`src/rtl/instruction_fetch.sv`:
```
// Instruction fetch stage: reads two ROM bytes per instruction (big-endian) and hands
// the word to the control FSM over valid/ack. Optional opcode halt via FETCH_HLT_DETECT_EN.
module instruction_fetch #(
  parameter int                    ADDR_WIDTH = 8,
  parameter logic [ADDR_WIDTH-1:0] RESET_PC   = '0
) (
  input  logic                  clk,
  input  logic                  rst,
  output logic [ADDR_WIDTH-1:0] rom_addr,
  input  logic [7:0]            rom_data,
  output logic [15:0]           Fetch,
  output logic                  instr_valid,
  input  logic                  instr_ack,
  output logic [ADDR_WIDTH-1:0] pc_out,
  input  logic                  redirect_valid,
  input  logic [ADDR_WIDTH-1:0] redirect_addr,
  input  logic                  halt,
  output logic                  halted
);

  localparam logic [2:0] S_ADDR_HI = 3'd0;
  localparam logic [2:0] S_CAPT_HI = 3'd1;
  localparam logic [2:0] S_CAPT_LO = 3'd2;
  localparam logic [2:0] S_HOLD    = 3'd3;
  localparam logic [2:0] S_HALT    = 3'd4;

  localparam logic [ADDR_WIDTH-1:0] PC_ONE  = ADDR_WIDTH'(1);
  localparam logic [ADDR_WIDTH-1:0] PC_TWO  = ADDR_WIDTH'(2);
  localparam logic [ADDR_WIDTH-1:0] PC_INIT = {RESET_PC[ADDR_WIDTH-1:1], 1'b0};
  localparam logic [15:0]           HLT_WORD = 16'hD000;

  logic [2:0]            state_q, state_d;
  logic [ADDR_WIDTH-1:0] pc_q, pc_d;
  logic [15:0]           fetch_q, fetch_d;
  logic                  hlt_seen;
  logic                  unused_redirect_lsb;

`ifdef FETCH_HLT_DETECT_EN
  localparam logic [3:0] HLT_OPCODE = 4'hD;
  assign hlt_seen = (fetch_q[15:12] == HLT_OPCODE);
`else
  assign hlt_seen = 1'b0;
`endif

  // Instructions are halfword aligned, so the target LSB carries no information.
  assign unused_redirect_lsb = redirect_addr[0];

  always_comb begin
    state_d  = state_q;
    pc_d     = pc_q;
    fetch_d  = fetch_q;
    rom_addr = pc_q;

    case (state_q)
      S_ADDR_HI: begin
        rom_addr = pc_q;
        state_d  = S_CAPT_HI;
      end
      S_CAPT_HI: begin
        rom_addr       = pc_q + PC_ONE;
        fetch_d[15:8]  = rom_data;
        state_d        = S_CAPT_LO;
      end
      S_CAPT_LO: begin
        rom_addr      = pc_q + PC_ONE;
        fetch_d[7:0]  = rom_data;
        state_d       = S_HOLD;
      end
      S_HOLD: begin
        // Present the next high-byte address now so the ROM output is ready on ack.
        rom_addr = pc_q + PC_TWO;
        if (instr_ack) begin
          if (hlt_seen) begin
            state_d = S_HALT;
          end else begin
            pc_d    = pc_q + PC_TWO;
            state_d = S_CAPT_HI;
          end
        end
      end
      S_HALT: begin
        rom_addr = pc_q;
      end
      default: begin
        rom_addr = pc_q;
        state_d  = S_ADDR_HI;
      end
    endcase

    if (state_q != S_HALT) begin
      if (halt) begin
        state_d = S_HALT;
        pc_d    = pc_q;
        fetch_d = fetch_q;
      end else if (redirect_valid) begin
        pc_d    = {redirect_addr[ADDR_WIDTH-1:1], 1'b0};
        fetch_d = fetch_q;
        state_d = S_ADDR_HI;
      end
    end
  end

  always_ff @(posedge clk or posedge rst) begin
    if (rst) begin
      state_q <= S_ADDR_HI;
      pc_q    <= PC_INIT;
      fetch_q <= HLT_WORD;
    end else begin
      state_q <= state_d;
      pc_q    <= pc_d;
      fetch_q <= fetch_d;
    end
  end

  assign Fetch       = fetch_q;
  assign pc_out      = pc_q;
  assign instr_valid = (state_q == S_HOLD);
  assign halted      = (state_q == S_HALT);

endmodule

```
`config.mk`:
```
export PLATFORM = sky130hd
export DESIGN_NAME = instruction_fetch
export DESIGN_NICKNAME = d
export VERILOG_FILES = /design/src/rtl/instruction_fetch.sv
export SDC_FILE = /design/constraint.sdc
export NUM_CORES = 1
export LEC_CHECK = 0
export ABC_AREA = 0
export CAP_MARGIN = 30
export CORE_ASPECT_RATIO = 1.1
export CORE_MARGIN = 3
export CORE_UTILIZATION = 46
export DETAILED_ROUTE_END_ITERATION = 12
export HOLD_SLACK_MARGIN = 0.06
export PLACE_DENSITY = 0.89
export SYNTH_ARGS = -nofsm -noshare
export SYNTH_HDL_FRONTEND = slang
export SYNTH_SLANG_ARGS = --single-unit
```
`constraint.sdc`:
```
create_clock -name clk -period 2.9 [get_ports clk]
set_input_delay 0.58 -clock clk [delete_from_list [all_inputs] [get_ports clk]]
set_output_delay 0.58 -clock clk [all_outputs]
set_load 0.1 [all_outputs]
```
## Yosys cells after proc, flatten, opt, wreduce, memory -nomap -nowiden

Cells that the tools add are included.

| storage, ports and cells | value |
|---|---|
| bits in registers | 27 |
| input bits | 21 |
| logic and storage cells | 31 |

| operators by class | value |
|---|---|
| add/subtract/negate cells | 2 |
| equal/unequal tests | 7 |
| multiplexer cells | 16 |
| reduce and logical (&&, ||, !) cells | 3 |

Operators by type and width:

| operator | count |
|---|---|
| $mux 8 | 7 |
| $mux 16 | 3 |
| $pmux 8 s2 | 1 |
| $pmux 3 s5 | 1 |
| $mux 3 | 4 |
| $add 8x1->8 const B | 1 |
| $add 8x2->8 const B | 1 |
| $eq 3x2->1 const B | 2 |
| $ne 2x2->1 const B | 2 |
| $eq 3x1->1 const B | 1 |
| $eq 3x3->1 const B | 1 |
| $logic_not 3->1 | 1 |
| $ne 3x3->1 const B | 1 |
| $reduce_and 2->1 | 1 |
| $reduce_or 2->1 | 1 |

## Depth between registers and ports, before layout

Gate-level depths: netlist of run 1.

| depth | value |
|---|---|
| word-level depth | 6 |
| depth in mapped cells | 7 |
| depth with buffers taken out | 5 |

## Worst setup path after synthesis of run 1

Ideal clock, no wire load.

| timing path | value |
|---|---|
| path kind | flip-flop to output port |
| start | reg state_q[1] |
| end | out rom_addr[3] |
| arrival | 3,781 ps |
| data required time | 2,320 ps |
| setup slack | -1,461 ps |
| stages on the path, launching flop included | 6 |
| cell sequence | dfrtp_1 > buf_4 > nand2_1 > nor2_1 > nand2_1 > xnor2_1 |

| between the ends | value |
|---|---|
| elaborated cells on any way between the ends | 5 |
| classes of those cells | eq/ne (3); mux (1); reduce/logical (1) |

RTL lines:

| item | RTL line | RTL |
|---|---|---|
| from (decl) | 32 | `logic [2:0] state_q, state_d;` |
| from (signal assigned) | 109 | `state_q <= state_d;` |
| $eq 3x2->1 | -- |  |
| named net instr_valid | 12 | `output logic instr_valid,` |
| $pmux 8 s2 | 54 | `case (state_q)` |
| to (decl) | 9 | `output logic [ADDR_WIDTH-1:0] rom_addr,` |

The timed path passes the listed nets, and every way through them passes these cells.

## Worst setup path after layout of run 1

| timing path | value |
|---|---|
| start | reg pc_q[1] (netlist: pc_out[1]) |
| end | out rom_addr[7] |

| between the ends | value |
|---|---|
| longest elaborated chain between the ends | 2 |
| elaborated cells on any way between the ends | 3 |
| classes of those cells | add/sub (2); mux (1) |

Ends and longest elaborated chain:

| item | RTL line | RTL |
|---|---|---|
| from (decl) | 33 | `logic [ADDR_WIDTH-1:0] pc_q, pc_d;` |
| from (signal assigned) | 110 | `pc_q <= pc_d;` |
| $add 8x2->8 or $add 8x1->8 (tied branches) | 71, 60, 65 |  |
| $pmux 8 s2 * | 54 |  |

Mark *: on every way between the ends. The rest lies on a longest branch, timed or not.

==> qor.csv, run 1 <==
metric;value;unit
outcome;finished clean;
crit_fanout;7;
critPathArrivalTime;2190;ps
vias;1129;
drt_iter0_drc;37;
synth_compound_area_share;13.3;%
synth_edf_count;0;
synth-xor-area-share;5.68;%
area_delta_synth_final;45.4;%
path_class;flip-flop to output pin;
fin_nets;197;
intPower;0.652;mW
multi_input_area;769;um2
overflow;0;
insertion_delay;310;ps
setup.worst_path.end_class;output pin;
path_clk_slew;140;ps
cts_buffer_depth;2;
maxSlewViolCount;0;
wl_per_cell;15.6;um
slew_headroom;64.0;%
synth_cells;123;
switching_share;49.4;%
fin_skew;2.84;ps
dieArea;0.00371;mm2
p_per_area;638;mW/mm2
drv_cap;0;
fin_crit;2770;ps
routed_wl;3240;um
grt_pass1_wl;5440;um
hold_path_class;flip-flop to flip-flop;
leakagePower;0.936;nW
route.detailed.drc;0;
tritoncts;yes;
peakVddDrop;0.000700;V
antenna_found_initial;0;
row_count;20;
synth_seq_area_share;47.2;%
cts_inserted_buffers;3;
worstMarginPinSlew;539;ps
setup_ws;128;ps
max_freq;0.361;GHz
synthArstFlopShare;100;%
ant_nets;0;
io_buffers;52;
synth_cell_types;39;
synth_top_family_by_area;multiplexers;
gp_congestion;0.746;
grt_max_degree;15;
synth_seq_cells;26;
yosys.area_share.simple;13.3;%
drtPass1Iterations;4;
worstPathRequired;2320;ps
seq_power_share;35.7;%
hold_viol;0;
coreArea;0.00283;mm2
design_area;0.00202;mm2
worst_setup_path_start_kind;flip-flop;
numClockSinks;26;
synth_flop_cell;dfrtp_1;
synth_area;0.00139;mm2
grt_pass1_vias;1152;
ys_warn_count;0;
drive_gt1_share;44.8;%
hpwl;2520;um
ff_latch_area;667;um2
finalSetupTns;0;ps
power_frac_clock;12.2;%
cts-root-buf;clkbuf_4;
cts_setup_buffers;0;
fin_crit_sh;95.6;%
htree_levels;1;
setup_viol_count_final;0;
power_switching;0.636;mW
drt-vias-per-instance;5.45;
syn_area_per_cell;11.3;um2
total_power;1.29;mW
nFillCells;222;
combPwrFrac;52.1;%
start_util;49.1;%
die_w;58.4;um
ctsHoldBuffers;0;
synthMuxAreaShare;13.8;%
dpl_cell_area;0.00199;mm2
whs;523;ps
die_y;63.6;um
ios;55;
grt_usage;18.3;%
syn-num-nets;145;
synth_adder_area_share;0.902;%
pre_cts_ws;452;ps
n_antenna_cell;0;
[power groups by stage]
stage               clock network, mW  logic (mW)  registers [mW]
floorplan                           0       0.310           0.657
global placement                    0       0.669           0.465
detailed placement                  0       0.673           0.467
CTS                             0.166       0.674           0.460
global route                    0.182       0.690           0.468
finish                          0.157       0.671           0.460
[per-layer routing]
| metal | up-vias | part of all wire, % | track usage (%) |
|---|---|---|---|
| met1 | 529 | 40 | 23.7 |
| met3 | 2 | 9.6 | 6.56 |
| li1 | 551 | - | - |
| met2 | 47 | 50 | 29.6 |
| met4 | 0 | 0.49 | 2.61 |
| met5 | - | 0 | 0 |
[kinds of logic after synthesis]
logic type	Yosys count
AO/OA/AOI/OAI	26
XOR/XNOR	9
adder cells (fa/ha/maj)	1
buffers and inverters	11
flip-flops	26
multiplexers	17
other	1
AND/OR/NAND/NOR	32
[critical path: stages (launching register included)]
cell     delay, ps
dfrtp_4        490
ha_1           230
and3_1         240
nand3_1        150
or3_4          390
xnor2_4        190
buf_12         190
[worst paths after layout]
kind / startpoint / end / slack (ps) / cells past startpoint
min in group asynchronous: rst / Fetch[7]$_DFFE_PP0P_ / 590 / 2
max in group asynchronous: rst / pc_out[6]$_DFFE_PP0N_ / 1720 / 3
hold / removal: Fetch[0]$_DFFE_PP0P_ / Fetch[0]$_DFFE_PP0P_ / 520 / 1
hold reg to reg: Fetch[0]$_DFFE_PP0P_ / Fetch[0]$_DFFE_PP0P_ / 520 / 1
setup / recovery: pc_out[1]$_DFFE_PP0N_ / rom_addr[7] / 130 / 6
setup reg to reg: state_q[2]$_DFF_PP0_ / pc_out[7]$_DFFE_PP0N_ / 1070 / 4
[area by class of cell]
class	instances	share of cell area (%)
sequential	26	33.0
inverter	5	1.55
timing repair buffer	53	23.9
multi-input combinational	86	38.1
clock buffer	4	1.30
tap	33	2.05
[flip-flops by register name, indices dropped and copies added, names as in the netlist]
signal and flops:
Fetch 16, pc_out 7, state_q 3
[cell usage in the layout (no fill, tap or decap), drive strengths merged, types with 2 or more instances in the layout]
master         instances
nand4                  3
clkdlybuf4s50         19
xnor2                  8
o221a                  2
mux2                  17
nor2                   6
a22o                   3
or3                    2
o21ai                  3
nand3                  4
clkinv                 2
a2bb2oi                2
dfrtp                 23
dfstp                  3
buf                   34
inv                    3
a21oi                  7
o31ai                  3
nor2b                  3
clkbuf                 4
and3                   2
nand2                  7
[cells in the mapped netlist (2+ instances only)]
library cell	number	share of area, %
o221a_2	2	1.6
and3_1	2	0.90
a22o_1	3	1.9
nor2b_1	3	1.4
nand3_1	4	1.4
nand2_1	5	1.4
dfstp_2	3	5.7
buf_6	2	1.6
o31ai_1	3	1.6
nand2_2	2	0.90
inv_1	3	0.81
buf_4	2	1.1
xnor2_1	8	5.0
mux2_2	17	14
o21ai_0	3	1.1
or3_1	2	0.90
nor2_1	6	1.6
nand4_1	3	1.4
dfrtp_1	23	41
a2bb2oi_1	2	1.3
a21oi_1	7	2.5
[timing repair]
| item | 4_1_cts | 5_1_grt |
|---|---|---|
| resized for setup | 0 | 1 |
| hold endpoints to repair | 0 | 0 |
| endpoints found under the setup margin | 0 | 1 |
[through the flow]
step           cells  utilization, %
2_1_floorplan    123               -
3_3_place_gp     203            70.3
3_5_place_dp     203            70.3
4_1_cts          207            71.2
5_1_grt          207            71.4
6_report         207            71.4
Power figures use the tool's default switching activity.
==> run 2: changes to the inputs <==
Settings changed: CELL_PAD_IN_SITES_DETAIL_PLACEMENT set to 2, CELL_PAD_IN_SITES_GLOBAL_PLACEMENT set to 2, CORE_UTILIZATION 46 to 28, CTS_CLUSTER_DIAMETER set to 30.
==> run 2 against run 1 <==
Via count up 4.6%; critical endpoint unchanged; flip-flop and latch count unchanged; highest routed layer unchanged; sequential share of layout area is 1.1 points lower; global-route usage fell by 3.2 points; largest power group unchanged.
==> qor.csv, run 2 (synthesis results as in run 1) <==
metric;value;unit;change
outcome;finished clean;;
setup_ws;151;ps;+23.9 ps
numClockSinks;26;;unchanged
dieArea;0.00584;mm2;+57%
switching_share;48.3;%;-1.1 points
hpwl;3260;um;+30%
maxSlewViolCount;0;;unchanged
power_switching;0.658;mW;+3.3%
crit_slowest_cell;dfrtp_4;;
path_cells;ha_1 -> and3_1 -> nand3_1 -> or3_4 -> xnor2_4 -> buf_12;;
overflow;0;;unchanged
multi_input_area;769;um2;unchanged
finalSetupTns;0;ps;unchanged
dpl.cell_count;227;;+12%
area_delta_synth_final;50.3;%;
io_buffers;52;;unchanged
nFillCells;489;;+120%
total_power;1.36;mW;+5.8%
fin_cells;231;;+12%
leakagePower;0.953;nW;+1.8%
setup_viol_count_final;0;;unchanged
hold_viol;0;;unchanged
design_area;0.00209;mm2;+3.3%
grt_max_degree;27;;+12
intPower;0.705;mW;+8.2%
path_delay_family;simple AND/OR/NAND/NOR gates;;
drive_gt1_share;45.1;%;+0.32 points
die_y;79.8;um;+26%
fin_crit_sh;94.8;%;-0.82 points
ant_nets;0;;unchanged
insertion_delay;270;ps;-40 ps
fin_skew;8.32;ps;+5.48 ps
rsz0062_at_grt;no;;
final_common_cell;buf_4;;
mostFrequentLayoutCells;buf_4, clkdlybuf4s50_1, dfrtp_1, mux2_2, a21oi_1;;
tritoncts;yes;;
crit_fanout;7;;unchanged
seq_power_share;33.9;%;-1.8 points
worstMarginPinSlew;525;ps;-14.0 ps
vias;1181;;+4.6%
ctsHoldBuffers;0;;unchanged
pre_cts_ws;386;ps;-65.8 ps
hold_path_class;flip-flop to flip-flop;;
cp_slowest_stage_delay;480;ps;about the same
max_freq;0.364;GHz;+0.87%
row_count;26;;+30%
n_antenna_cell;0;;unchanged
largest_register_ff_count;16;;unchanged
route.detailed.drc;0;;unchanged
drt_iter0_drc;44;;+19%
setup.worst_path.end_class;output pin;;
cts_inserted_buffers;3;;unchanged
power_frac_clock;15.9;%;+3.7 points
start_util;29.4;%;-20 points
grt_usage;15.0;%;-3.2 points
cts-root-buf;clkbuf_8;;
gp_congestion;0.767;;+2.7%
path_clk_slew;100;ps;-40 ps
fin_nets;198;;+0.51%
p_per_area;653;mW/mm2;+2.4%
worstPathRequired;2320;ps;about the same
routed_wl;4150;um;+28%
drv_cap;0;;unchanged
fin_crit;2750;ps;-23.9 ps
coreArea;0.00472;mm2;+67%
combPwrFrac;50.2;%;-1.9 points
htree_levels;1;;unchanged
wl_per_cell;18.0;um;+15%
grt_pass1_wl;6800;um;+25%
critPathArrivalTime;2170;ps;-20 ps
worst_setup_path_start_kind;flip-flop;;
cp_num_buf_inv;1;;unchanged
peakVddDrop;0.000308;V;-56%
grt_pass1_vias;1366;;+19%
cts_buffer_depth;2;;unchanged
die_w;73.1;um;+25%
drt-vias-per-instance;5.11;;-6.3%
ios;55;;unchanged
antenna_found_initial;0;;unchanged
drtPass1Iterations;2;;-2
dpl_cell_area;0.00204;mm2;+2.5%
slew_headroom;64.7;%;+0.70 points
ff_latch_area;667;um2;unchanged
path_class;flip-flop to output pin;;
-- run 2: layer usage --
layer  part of all wire [%]  vias up  GRT usage [%]
met5                      0        -              0
met4                   0.41        0           2.21
met3                    8.2        2           4.41
met2                     54       44           28.4
met1                     37      587           16.5
li1                       -      548              -
-- run 2: final cells by class --
class	instances	share of cell area, %
inverter	5	1.50
timing repair buffer	54	24.1
clock buffer	4	2.16
sequential	26	32.0
multi-input combinational	86	36.9
tap	56	3.36
-- run 2: worst reg2reg max path: stages (launching register included) --
cell and delay, ps:
dfrtp_1 500, or3b_1 500, clkinv_8 130, o21ai_0 390
o221a_2 260
-- run 2: final timing paths --
kind | from | slack (ps) | cells past startpoint | to
max | pc_out[1]$_DFFE_PP0N_ | 150 | 6 | rom_addr[7]
min | Fetch[1]$_DFFE_PP0P_ | 510 | 1 | Fetch[1]$_DFFE_PP0P_
max reg2reg | state_q[2]$_DFF_PP0_ | 1060 | 4 | pc_out[6]$_DFFE_PP0N_
min reg2reg | Fetch[1]$_DFFE_PP0P_ | 510 | 1 | Fetch[1]$_DFFE_PP0P_
max in group asynchronous | rst | 1930 | 3 | Fetch[15]$_DFFE_PP1P_
min in group asynchronous | rst | 670 | 3 | Fetch[2]$_DFFE_PP0P_
-- run 2: stage by stage --
stage / hold WS (ps) / util (%)
5_1_grt: 541 / 44.2
4_1_cts: 519 / 44.1
3_5_place_dp: 496 / 43.2
3_3_place_gp: 493 / 43.2
2_1_floorplan: 604 / -
6_report: 515 / 44.2
-- run 2: power groups by stage --
stage	combinational (mW)	clock [mW]	sequential [mW]
after floorplan	0.310	0	0.657
after detailed placement	0.690	0	0.470
after global routing	0.707	0.243	0.470
after CTS	0.691	0.226	0.463
after global placement	0.683	0	0.467
final	0.685	0.217	0.461
-- run 2: what timing repair did --
| action | CTS | global route |
|---|---|---|
| buffers inserted | 0 | 0 |
| endpoints found under the setup margin | 0 | 1 |
| resized for setup | 0 | 1 |
==> run 3: changes to the inputs <==
Settings changed: CORE_ASPECT_RATIO 1.1 to 0.75, CORE_UTILIZATION 28 to 40, DONT_BUFFER_PORTS set to 1, PLACE_DENSITY 0.89 to 0.87.
==> run 3 against run 2 <==
Non-clock buffer count fell by 37; routed wire length rose by 7.7%; sequential power down 4%; largest power group unchanged; flip-flop and latch count unchanged; clock-buffer cell count unchanged; via count down 7.7%; worst hold slack lost 410 ps; critical path depth stayed put.
==> qor.csv, run 3 (synthesis results as in run 1) <==
metric;value;unit;change
intPower;0.694;mW;-1.6%
antenna_found_initial;0;;unchanged
fin_skew;8.17;ps;-0.152 ps
hold_path_class;input pin to asynchronous set/reset pin;;
finalSetupTns;0;ps;unchanged
critPathArrivalTime;2230;ps;+60 ps
numClockSinks;26;;unchanged
rsz0062_at_grt;no;;
gp_congestion;0.764;;-0.31%
fin_crit;2810;ps;+56.7 ps
leakagePower;0.794;nW;-17%
seq_power_share;32.7;%;-1.2 points
path_cells;buf_6 -> and3_1 -> nand3_1 -> or3_1 -> xnor2_4 -> buf_12;;
setup_viol_count_final;0;;unchanged
power_switching;0.662;mW;+0.71%
dpl.cell_count;171;;-25%
drv_cap;0;;unchanged
ant_nets;0;;unchanged
cts_setup_buffers;0;;unchanged
fin_crit_sh;96.7;%;+2.0 points
path_clk_slew;90;ps;about the same
n_antenna_cell;0;;unchanged
htree_levels;1;;unchanged
outcome;finished clean;;
largest_register_ff_count;16;;unchanged
area_delta_synth_final;27.7;%;
hpwl;3490;um;+6.8%
peakVddDrop;0.000358;V;+16%
overflow;0;;unchanged
power_frac_clock;15.8;%;about the same
slew_headroom;37.2;%;-28 points
io_buffers;0;;-100%
grt_max_degree;27;;unchanged
ios;55;;unchanged
drive_gt1_share;44.2;%;-0.94 points
crit_fanout;6;;-1
drt_iter0_drc;39;;-11%
worstPathRequired;2320;ps;about the same
combPwrFrac;51.5;%;+1.3 points
maxSlewViolCount;0;;unchanged
hold_viol;0;;unchanged
drtPass1Iterations;4;;+2
mostFrequentLayoutCells;dfrtp_1, mux2_2, buf_4;;
drt-vias-per-instance;6.19;;+21%
setup.worst_path.end_class;output pin;;
dieArea;0.00422;mm2;-28%
grt_pass1_wl;7090;um;+4.3%
route.detailed.drc;0;;unchanged
fin_cells;176;;-24%
cts_inserted_buffers;3;;unchanged
tritoncts;yes;;
coreArea;0.00313;mm2;-34%
grt_pass1_vias;1323;;-3.1%
p_per_area;766;mW/mm2;+17%
row_count;17;;-35%
nFillCells;301;;-38%
cts_resized;0;;unchanged
insertion_delay;270;ps;about the same
worstMarginPinSlew;943;ps;+418 ps
crit_slowest_cell;dfrtp_4;;
vias;1090;;-7.7%
max_freq;0.356;GHz;-2.0%
wl_per_cell;25.4;um;+41%
grt_usage;22.9;%;+7.9 points
start_util;44.4;%;+15 points
die_y;57.0;um;-29%
cts_buffer_depth;2;;unchanged
worst_setup_path_start_kind;flip-flop;;
cts-root-buf;clkbuf_8;;
die_w;74.0;um;+1.2%
fin_nets;161;;-19%
path_class;flip-flop to output pin;;
ctsHoldBuffers;0;;unchanged
cp_slowest_stage_delay;430;ps;-50 ps
switching_share;48.8;%;+0.57 points
routed_wl;4470;um;+7.7%
-- run 3: through the flow --
step / total power, mW / utilization, % / worst slack [ps] / hold WS [ps] / instance area [um2]
6_report: 1.36 / 56.7 / 94.7 / 105 / 1770
4_1_cts: 1.36 / 55.7 / 9.00 / 450 / 1740
5_1_grt: 1.40 / 56.7 / 17.5 / 104 / 1770
2_1_floorplan: 0.966 / - / 54.2 / 604 / 1510
3_3_place_gp: 1.12 / 54.2 / 413 / 674 / 1700
3_5_place_dp: 1.15 / 54.2 / 326 / 707 / 1700
-- run 3: final timing paths --
kind                                              end  cells past startpoint  slack [ps]             startpoint
worst max-delay path                      rom_addr[6]                      6          90  pc_out[1]$_DFFE_PP0N_
worst min-delay path            Fetch[10]$_DFFE_PP0P_                      1         100                    rst
worst max register to register  pc_out[6]$_DFFE_PP0N_                      4         700   state_q[2]$_DFF_PP0_
worst min register to register   state_q[1]$_DFF_PP0_                      1         730   state_q[0]$_DFF_PP0_
max in group asynchronous       Fetch[15]$_DFFE_PP1P_                      2        2340                    rst
min in group clk                 Fetch[8]$_DFFE_PP0P_                      1         450            rom_data[0]
-- run 3: power groups by stage --
stage               clock, mW  combinational, mW  sequential [mW]
floorplan                   0              0.310            0.657
global placement            0              0.677            0.446
detailed placement          0              0.696            0.450
CTS                     0.218              0.697            0.443
global route            0.236              0.721            0.447
finish                  0.214              0.699            0.444
-- run 3: final cells by class --
cell class | count | area, um2 | share of cell area (%)
Clock buffer | 4 | 45.0 | 2.54
Inverter | 5 | 31.3 | 1.77
Multi-Input combinational cell | 86 | 767 | 43.3
Sequential cell | 26 | 667 | 37.6
Tap cell | 38 | 47.5 | 2.68
Timing Repair Buffer | 17 | 214 | 12.1
-- run 3: per-layer routing --
metal  GRT usage, %  wire length [um]
met1           24.8              1590
met2           41.3              2460
met3           5.99               254
met4           10.3               167
met5              0                 0
-- run 3: worst max-delay path: cells and delay by family (launching register included) --
family | cells | cell delay [ps]
and+or+nand+nor | 3 | 870
DFF | 1 | 430
buffers and inverters | 2 | 440
xor gates and xnor gates | 1 | 200
